<file path="config.mk">
export PLATFORM = sky130hd
export DESIGN_NAME = blake_round_seq
export DESIGN_NICKNAME = d
export VERILOG_FILES = /design/src/rtl/blake_pkg.sv /design/src/rtl/blake_sigma_sel.sv /design/src/rtl/blake_round_seq.sv
export SDC_FILE = /design/constraint.sdc
export NUM_CORES = 1
export LEC_CHECK = 0
export BUFFER_PORTS_ARGS = -buffer_cell sky130_fd_sc_hd__buf_2
export CORE_MARGIN = 4
export CORE_UTILIZATION = 47
export CTS_BUF_LIST = sky130_fd_sc_hd__clkbuf_4 sky130_fd_sc_hd__clkbuf_8
export CTS_CLUSTER_DIAMETER = 100
export CTS_CLUSTER_SIZE = 28
export DETAILED_ROUTE_END_ITERATION = 10
export PLACE_DENSITY = 0.84
export SLEW_MARGIN = 20
export SYNTH_ARGS = -nofsm -noshare
export SYNTH_HDL_FRONTEND = slang
export SYNTH_SLANG_ARGS = --single-unit
</file>
<file path="constraint.sdc">
create_clock -name clk -period 1.35 [get_ports clk]
set_input_delay 0.135 -clock clk [delete_from_list [all_inputs] [get_ports clk]]
set_output_delay 0.135 -clock clk [all_outputs]
set_load 0.005 [all_outputs]
</file>
<file path="src/rtl/blake_pkg.sv">
// Shared constants and sequencer state encoding for the BLAKE-512 compression core.
package blake_pkg;

    localparam int ROUNDS      = 16;
    localparam int G_PER_ROUND = 8;
    localparam int IDX_W       = 7;
    localparam int SIGMA_ROWS  = 10;

    typedef enum logic [2:0] {
        IDLE  = 3'd0,
        INIT  = 3'd1,
        ROUND = 3'd2,
        FINAL = 3'd3,
        OUT   = 3'd4
    } seq_state_t;

endpackage

</file>
<file path="src/rtl/blake_sigma_sel.sv">
// Round number to sigma permutation row: BLAKE-512 reuses the ten sigma rows
// cyclically, so rounds 10..15 fold back onto rows 0..5.
module blake_sigma_sel (
    input  logic [3:0] round_num,
    output logic [3:0] sigma_sel
);
    import blake_pkg::*;

    localparam logic [3:0] ROWS = 4'(SIGMA_ROWS);

    logic w_wrap;

    assign w_wrap    = (round_num >= ROWS);
    assign sigma_sel = w_wrap ? (round_num - ROWS) : round_num;

endmodule

</file>
<file path="src/rtl/blake_round_seq.sv">
// Round sequencer: block handshake, 128-step G schedule in lockstep with the
// external round counter, finalization strobe and backpressured result.
module blake_round_seq #(
    parameter int ROUNDS      = blake_pkg::ROUNDS,
    parameter int G_PER_ROUND = blake_pkg::G_PER_ROUND,
    parameter int IDX_W       = blake_pkg::IDX_W
) (
    input  logic             clk,
    input  logic             rst,
    input  logic             blk_valid,
    input  logic             blk_last,
    output logic             blk_ready,
    input  logic [IDX_W-1:0] counter_idx,
    input  logic             count_done,
    output logic             round_ing,
    output logic             init_load,
    output logic             g_en,
    output logic [3:0]       round_num,
    output logic [2:0]       g_sel,
    output logic [3:0]       sigma_sel,
    output logic             fin_en,
    output logic             out_valid,
    output logic             out_last,
    input  logic             out_ready,
    output logic             busy,
    output logic             seq_err,
    output logic [2:0]       dbg_state
);
    import blake_pkg::*;

    // Handshakes: a transfer happens on a rising edge where valid and ready are
    // both high; a source keeps valid (and its data) stable until that edge.

    localparam logic [IDX_W-1:0] IDX_LAST = IDX_W'(ROUNDS * G_PER_ROUND - 1);

    seq_state_t       r_state;
    logic             r_blk_ready;
    logic             r_round_ing;
    logic             r_init_load;
    logic             r_g_en;
    logic             r_fin_en;
    logic             r_out_valid;
    logic             r_out_last;
    logic             r_busy;
    logic             r_last;
    logic             r_seq_err;
    logic [IDX_W-1:0] r_shadow;

    logic [3:0]       w_round_num;
    logic             w_idx_slip;
    logic             w_early_done;

    assign w_round_num  = counter_idx[IDX_W-1 -: 4];
    assign w_idx_slip   = (counter_idx != r_shadow);
    assign w_early_done = count_done && (r_shadow != IDX_LAST);

    always_ff @(posedge clk) begin
        if (rst) begin
            r_state     <= IDLE;
            r_blk_ready <= 1'b1;
            r_round_ing <= 1'b0;
            r_init_load <= 1'b0;
            r_g_en      <= 1'b0;
            r_fin_en    <= 1'b0;
            r_out_valid <= 1'b0;
            r_out_last  <= 1'b0;
            r_busy      <= 1'b0;
            r_last      <= 1'b0;
            r_seq_err   <= 1'b0;
            r_shadow    <= '0;
        end else begin
            r_init_load <= 1'b0;
            r_fin_en    <= 1'b0;
            case (r_state)
                IDLE: begin
                    if (blk_valid) begin
                        r_last      <= blk_last;
                        r_state     <= INIT;
                        r_blk_ready <= 1'b0;
                        r_busy      <= 1'b1;
                        r_init_load <= 1'b1;
                    end
                end
                INIT: begin
                    r_shadow    <= '0;
                    r_state     <= ROUND;
                    r_round_ing <= 1'b1;
                    r_g_en      <= 1'b1;
                end
                ROUND: begin
                    r_shadow <= r_shadow + 1'b1;
                    if (w_idx_slip || w_early_done) begin
                        r_seq_err <= 1'b1;
                    end
                    // A premature count_done is flagged but still ends the block,
                    // so the core never stalls waiting on a broken counter.
                    if (count_done) begin
                        r_state     <= FINAL;
                        r_round_ing <= 1'b0;
                        r_g_en      <= 1'b0;
                        r_fin_en    <= 1'b1;
                    end
                end
                FINAL: begin
                    r_state     <= OUT;
                    r_out_valid <= 1'b1;
                    r_out_last  <= r_last;
                end
                OUT: begin
                    if (out_ready) begin
                        r_state     <= IDLE;
                        r_out_valid <= 1'b0;
                        r_out_last  <= 1'b0;
                        r_busy      <= 1'b0;
                        r_blk_ready <= 1'b1;
                    end
                end
                default: begin
                    r_state     <= IDLE;
                    r_blk_ready <= 1'b1;
                    r_round_ing <= 1'b0;
                    r_g_en      <= 1'b0;
                    r_out_valid <= 1'b0;
                    r_out_last  <= 1'b0;
                    r_busy      <= 1'b0;
                end
            endcase
        end
    end

    blake_sigma_sel u_sigma_sel (
        .round_num (w_round_num),
        .sigma_sel (sigma_sel)
    );

    assign blk_ready = r_blk_ready;
    assign round_ing = r_round_ing;
    assign init_load = r_init_load;
    assign g_en      = r_g_en;
    assign round_num = w_round_num;
    assign g_sel     = counter_idx[2:0];
    assign fin_en    = r_fin_en;
    assign out_valid = r_out_valid;
    assign out_last  = r_out_last;
    assign busy      = r_busy;
    assign seq_err   = r_seq_err;
    assign dbg_state = r_state;

endmodule

</file>
==> results.md, run 1 <==
* Status: completed
* WL final at 2.66 mm
* Routed vias at 1093
* CTS H-tree lvls at 1
* Port Buffer Count at 35
* Drt pass-1 iters at 4
* First-pass GRT wire length at about 4.5 mm
* WHS at slightly below 0.06 ns
* Area growth syn-to-layout at 14.0%
* P per Cell Area at about 970 nW/µm²
* Ys async rst share at 0
* Setup Viol. Count Final at 0
* Core area at roughly 2300 µm²
* Fmax at a little under 0.8 GHz
* Total nets after synthesis at 152
* Met2 Usage GRT at 0.294
* Ys flop type: dfxtp_1
* I/O pin total at 36
* Layout cells sized above 1 at 0.339
* Final Util at 0.583
* Syn. warnings at 0
* Crit path kind: flip-flop to flip-flop
* VDD IR-drop max at between 500 and 600 µV
* Max-slew violation count at 0
* Worst-Margin Slew at between 0.3 and 0.4 ns
* Via density at around 5.6
* CTS tree: done
* Nets@finish at between 150 and 200
* CP endpoint kind: flip-flop
* Sink Count at 19
* Maxcap violations at 0
* GR Util met1 at 0.195
* Tmin final at 1.27 ns
* Leak Pwr at between 0.6 and 0.7 nW
* Clock Tree Root: clkbuf_4
* Clock buffer depth at 2
* Synth Register Bits at 19
* Clock slew at reported path FFs at 0.11 ns
* Largest net degree at the start of global routing at 20
* HPWL after DPL at 2.04 mm
* # diodes at 0
* Commonest non-fill, non-tap cells in the layout: buf_2 (35), dfxtp_1 (18), a21oi_1 (14), nor2_1 (11), buf_4 (10)
* Mapped Cells at 137
* FP Rows at 17
* RSZ-0062 raised after global routing: yes
* Total Routing Usage GR at 0.171
* Worst EP required at between 1.5 and 2 ns
* Fin area at between 1000 and 1500 µm²
* Startpoint types: flip-flop
* Mean Syn Cell Area at between 8 and 9 µm²
* Final hold violation count at 0
* Initial Util at 0.512
* Setup Skew at 0.00523 ns
* Die ar. at roughly 3300 µm²
* Final Cycle Share at 0.937
* Number of global-route vias before repair at approximately 1000
* Met3 usage at 0.0334
* RD Place Congestion at ~0.87
* Relative max-transition margin at 0.751
* Skew-Pair Late Insertion Delay at 0.31 ns
* EDFF count, synth at 0
* Sequential area share after synthesis at 0.327
* Placed Cells at approximately 190
* Die X at around 58 µm
* Total grt overflow at 0
* DRC errors left at 0
* Final Instance Count excl. Fillers at around 200
* Crit path DAT at 1.51 ns
* Initial antenna violation count at 0
* Initial DRC count at 35
* GRT busiest layer: met2
* # hold bufs at CTS at 0
* Drt wl/cell at roughly 14 µm
* Chip height at between 50 and 60 µm
* Placed cell areas at approximately 1300 µm²
* Mapped cell area at between 1000 and 1500 µm²
* Post-synth cell types at 40
* Commonest non-fill, non-tap cell in the layout: buf_2
* Hold Crit Class: input port to flip-flop
* Antenna-violating nets left at 0
* Crit-path max FO at 5
* CTS Buf Count at 3
state kept, by name, summed over array words and instances (netlist names):
name,flops
r_shadow,7
dbg_state,3
blk_ready,1
busy,1
fin_en,1
g_en,1
init_load,1
out_last,1
out_valid,1
r_last,1
seq_err,1
kinds of logic (layout without fill, tap and decap cells):
kind of cell	after synthesis	in the layout	share of synthesized area
simple gates	42	42	0.202
buf+inv	23	54	0.147
flops	19	19	0.327
compound gates	38	38	0.200
xor+xnor	8	8	0.0602
fa+ha+maj	2	2	0.0215
mux	5	5	0.0430
power breakdown:
group	total (mW)	internal (mW)	leakage [nW]	switching (mW)
Sequential	0.638	0.602	0.155	0.0363
Combinational	0.355	0.178	0.443	0.178
Clock	0.294	0.111	0.0177	0.183
routing by layer:
layer | vias up | share of wire
met5 | - | 0
met4 | 0 | 0.022
met3 | 8 | 0.057
met2 | 39 | 0.51
met1 | 508 | 0.41
li1 | 538 | -
worst paths after layout:
path	from	end	slack, ns	depth (start not counted)
min reg2reg	out_valid$_SDFFE_PP0P_	out_valid$_SDFFE_PP0P_	0.47	2
min	blk_last	r_last$_SDFFE_PP0P_	0.06	3
max	r_shadow[0]$_SDFFE_PP0P_	r_shadow[5]$_SDFFE_PP0P_	0.08	5
max reg2reg	r_shadow[0]$_SDFFE_PP0P_	r_shadow[5]$_SDFFE_PP0P_	0.08	5
worst max-delay path, cell delays in order, from the launching register on:
cell and delay [ns]:
dfxtp_1 0.36, buf_4 0.14, and3_2 0.19, nand3_1 0.11, or2_0 0.25, a31oi_1 0.16
stage by stage:
step                      setup TNS [ns]  worst slack, ns  total power [mW]
after floorplan                        0           0.0926             0.893
after global placement                 0            0.117             0.988
after detailed placement               0           0.0618              1.00
after CTS                              0           0.0466              1.30
after global routing             -0.0269          -0.0269              1.38
final                                  0           0.0845              1.29
cell type report:
class	instances	area [µm²]
Timing Repair Buffer	45	250
Clock buffer	3	22.5
Clock inverter	1	5.00
Fill cell	198	948
Inverter	5	18.8
Multi-Input combinational cell	95	614
Sequential cell	19	382
Tap cell	28	35.0
Yosys cell counts, types with 3 or more instances:
| library cell | instances | share of area |
|---|---|---|
| a21oi_1 | 14 | 0.060 |
| a31oi_1 | 3 | 0.016 |
| and3_2 | 3 | 0.019 |
| buf_4 | 10 | 0.064 |
| clkbuf_8 | 3 | 0.035 |
| dfxtp_1 | 19 | 0.33 |
| inv_1 | 5 | 0.016 |
| mux2i_1 | 5 | 0.043 |
| nand2_1 | 3 | 0.0097 |
| nand2b_1 | 3 | 0.016 |
| nand3_1 | 4 | 0.017 |
| nand3b_1 | 3 | 0.019 |
| nor2_1 | 11 | 0.035 |
| nor3_1 | 3 | 0.013 |
| nor4_1 | 3 | 0.016 |
| o21a_1 | 3 | 0.019 |
| o21ai_0 | 8 | 0.034 |
| xor2_1 | 7 | 0.053 |
repair_timing:
action | in CTS | in global routing
hold endpoints to repair | 0 | 0
setup buffers | 0 | 0
setup endpoints to repair | 0 | 8
resized for setup | 0 | 2
Note: power is estimated with default switching activity, not from simulation.
==> inputs of run 2 (changes only) <==
--- a/config.mk
+++ b/config.mk
@@ -6,8 +6,11 @@
 export NUM_CORES = 1
 export LEC_CHECK = 0
 export BUFFER_PORTS_ARGS = -buffer_cell sky130_fd_sc_hd__buf_2
+export CAP_MARGIN = 40
+export CELL_PAD_IN_SITES_DETAIL_PLACEMENT = 1
+export CELL_PAD_IN_SITES_GLOBAL_PLACEMENT = 1
 export CORE_MARGIN = 4
-export CORE_UTILIZATION = 47
+export CORE_UTILIZATION = 33
 export CTS_BUF_LIST = sky130_fd_sc_hd__clkbuf_4 sky130_fd_sc_hd__clkbuf_8
 export CTS_CLUSTER_DIAMETER = 100
 export CTS_CLUSTER_SIZE = 28
@@ -16,4 +19,5 @@
 export SLEW_MARGIN = 20
 export SYNTH_ARGS = -nofsm -noshare
 export SYNTH_HDL_FRONTEND = slang
+export SYNTH_HIERARCHICAL = 1
 export SYNTH_SLANG_ARGS = --single-unit
==> results.md, run 2 <==
* Status: finished with violations
* Failing checks: setup timing
* Clock slew at reported path FFs at 0.12 ns (about the same)
* Leak Pwr at 0.639 nW (+3.6%)
* Chip height at 65.4 µm (+13%)
* I/O pin total at 36 (unchanged)
* Most flop-heavy register: r_shadow
* Number of global-route vias before repair at 1203 (+16%)
* Initial antenna violation count at 0 (unchanged)
* Initial DRC count at 22 (-37%)
* EDFF count, synth at 0 (unchanged)
* Ys flop type: dfxtp_1
* Worst EP required at 1.59 ns (about the same)
* Mapped cell area at 1090 µm² (-6.7%)
* Area growth syn-to-layout at 35.8%
* Die X at 65.4 µm (+13%)
* Hold Crit Class: input port to flip-flop
* Max-slew violation count at 0 (unchanged)
* Die ar. at 4280 µm² (+28%)
* Total nets after synthesis at 151 (-0.66%)
* Worst-Margin Slew at 0.380 ns (+0.00613 ns)
* Top cells by area, synth: dfxtp_1 (35%), buf_4 (6.2%), xor2_1 (5.6%)
* Startpoint types: flip-flop
* Fmax at 0.693 GHz (-12%)
* Nets@finish at 196 (+6.5%)
* P per Cell Area at 891 nW/µm² (-8.1%)
* Crit path DAT at 1.68 ns (+0.17 ns)
* Crit path buf inv count at 0 (-1)
* CP endpoint kind: flip-flop
* Final hold violation count at 0 (unchanged)
* Mean Syn Cell Area at 7.99 µm² (-6.0%)
* Synth area leader: dfxtp_1
* Sink Count at 19 (unchanged)
* Place WS at -0.0857 ns (-0.148 ns)
* CTS H-tree lvls at 1 (unchanged)
* CTS tree: done
* First-pass GRT wire length at 5.46 mm (+23%)
* DRC errors left at 0 (unchanged)
* Critical path, cell by cell: ha_4 -> nand3_2 -> or2_1 -> or4_1 -> a31oi_1
* Kind of cell adding the most delay to the critical path: simple AND/OR/NAND/NOR gates
* Cell with the most instances after synthesis: dfxtp_1
* HPWL after DPL at 2.48 mm (+21%)
* Initial Util at 0.350 (-0.161)
* Drt pass-1 iters at 3 (-1)
* Setup Viol. Count Final at 3 (+3)
* Total grt overflow at 0 (unchanged)
* Commonest non-fill, non-tap cell in the layout: buf_2
* FP Rows at 20 (+3)
* Mapped Cells at 136 (-0.73%)
* Syn. warnings at 6 (+6)
* Largest net degree at the start of global routing at 20 (unchanged)
* RSZ-0062 raised after global routing: yes
* Antenna-violating nets left at 0 (unchanged)
* Sequential area share after synthesis at 0.350 (+0.0233)
* # diodes at 0 (unchanged)
* Crit-path max FO at 4 (-1)
* CTS Buf Count at 3 (unchanged)
* Tmin final at 1.44 ns (+0.178 ns)
* Delay of the slowest critical-path stage at 0.40 ns (+0.04 ns)
* Setup Skew at 0.00684 ns (+0.00161 ns)
* RD Place Congestion at 0.776 (-11%)
* Clock Tree Root: clkbuf_4
* Routed vias at 1142 (+4.5%)
* Post-route setup TNS at -0.144 ns (-0.144 ns)
* Relative max-transition margin at 0.745 (-0.00591)
* Clock buffer depth at 2 (unchanged)
* Ys async rst share at 0 (unchanged)
* Post-synth top area share at 0.350 (+0.0233)
* Commonest non-fill, non-tap cells in the layout: buf_2 (35), buf_4 (21), dfxtp_1 (14), nor2_1 (11), a21oi_1 (11)
* Maxcap violations at 0 (unchanged)
* Layout cells sized above 1 at 0.411 (+0.0718)
* Port Buffer Count at 35 (unchanged)
* Skew-Pair Late Insertion Delay at 0.31 ns (about the same)
* Top cells by count, synth: dfxtp_1 (19), a21oi_1 (11), nor2_1 (11)
* Via density at 5.10 (-8.6%)
* Core area at 3100 µm² (+36%)
* Max FFs per register at 7 (unchanged)
* WL final at 3.26 mm (+23%)
* Crit path kind: flip-flop to flip-flop
* Final Cycle Share at 1.07 (+0.132)
* CP max stage cell: dfxtp_4
* Setup ws final at -0.0932 ns (-0.178 ns)
* Total Routing Usage GR at 0.163 (-0.00764)
* VDD IR-drop max at 498 µV (-9.4%)
* Post-synth cell types at 37 (-7.5%)
* Synth Register Bits at 19 (unchanged)
* Drt wl/cell at 14.6 µm (+7.3%)
run 2: cell count changes in the layout (fill, tap and decap cells not counted), sizes merged, moves of 2 or more:
cell and change:
mux2i -3, or4 +4, o211ai +2, a31oi +2
buf +12, and3 -3, nand2b +2, a21oi -3
nand2 +2
run 2: per-layer routing:
layer,track usage,part of all wire,wire length (µm),vias up
met5,0,0,0,-
met4,0.0492,0.016,51,0
met3,0.0256,0.051,167,6
met2,0.319,0.53,1710,32
met1,0.177,0.41,1330,542
li1,-,-,-,562
run 2: logic make-up (layout without fill, tap and decap cells):
| group | Yosys count | after routing | synth area share |
|---|---|---|---|
| AO/OA/AOI/OAI | 36 | 36 | 0.201 |
| AND/OR/NAND/NOR | 46 | 46 | 0.230 |
| adder cells (fa/ha/maj) | 2 | 2 | 0.0230 |
| XOR/XNOR | 8 | 8 | 0.0644 |
| multiplexers | 2 | 2 | 0.0184 |
| flip-flops | 19 | 19 | 0.350 |
| buffers and inverters | 23 | 67 | 0.113 |
run 2: final cells by class:
type | count | area (µm²)
clock buffer | 3 | 22.5
fill | 422 | 1630
multi-input combinational | 94 | 624
inverter | 6 | 22.5
tap | 44 | 55.1
sequential | 19 | 394
clock inverter | 1 | 5.00
timing repair buffer | 57 | 353
run 2: timing repair:
action                                  in CTS  in global routing
endpoints found under the setup margin       4                  6
gates resized for setup                      5                  4
setup buffers                                2                  2
hold buffers                                 0                  0
gates cloned                                 0                  0
pin swaps                                    4                  5
run 2: path summary, 6_finish.rpt:
kind,from,end,slack [ns],cells after the start
setup / recovery,r_shadow[1]$_SDFFE_PP0P_,r_shadow[6]$_SDFFE_PP0P_,-0.09,5
hold / removal,blk_last,r_last$_SDFFE_PP0P_,0.06,3
setup reg to reg,r_shadow[1]$_SDFFE_PP0P_,r_shadow[6]$_SDFFE_PP0P_,-0.09,5
hold reg to reg,out_valid$_SDFFE_PP0P_,out_valid$_SDFFE_PP0P_,0.47,2
run 2: report_power, final:
part | switching, mW | internal [mW] | leakage (nW)
logic | 0.203 | 0.177 | 0.463
registers | 0.0331 | 0.597 | 0.158
clock network | 0.196 | 0.111 | 0.0177
run 2: worst min-delay path: stages:
cell and delay [ns]:
buf_2 0.07, mux2i_1 0.06, nor2_1 0.08
run 2: through the flow:
step / utilization / hold slack (ns) / instances / instance area, µm² / power (mW)
6_report: 0.476 / 0.0630 / 224 / 1480 / 1.32
5_1_grt: 0.476 / 0.0731 / 224 / 1480 / 1.40
4_1_cts: 0.469 / 0.0576 / 223 / 1450 / 1.33
3_5_place_dp: 0.453 / 0.391 / 217 / 1410 / 1.02
3_3_place_gp: 0.453 / 0.373 / 217 / 1410 / 0.998
2_1_floorplan: - / 0.282 / 136 / 1120 / 0.853
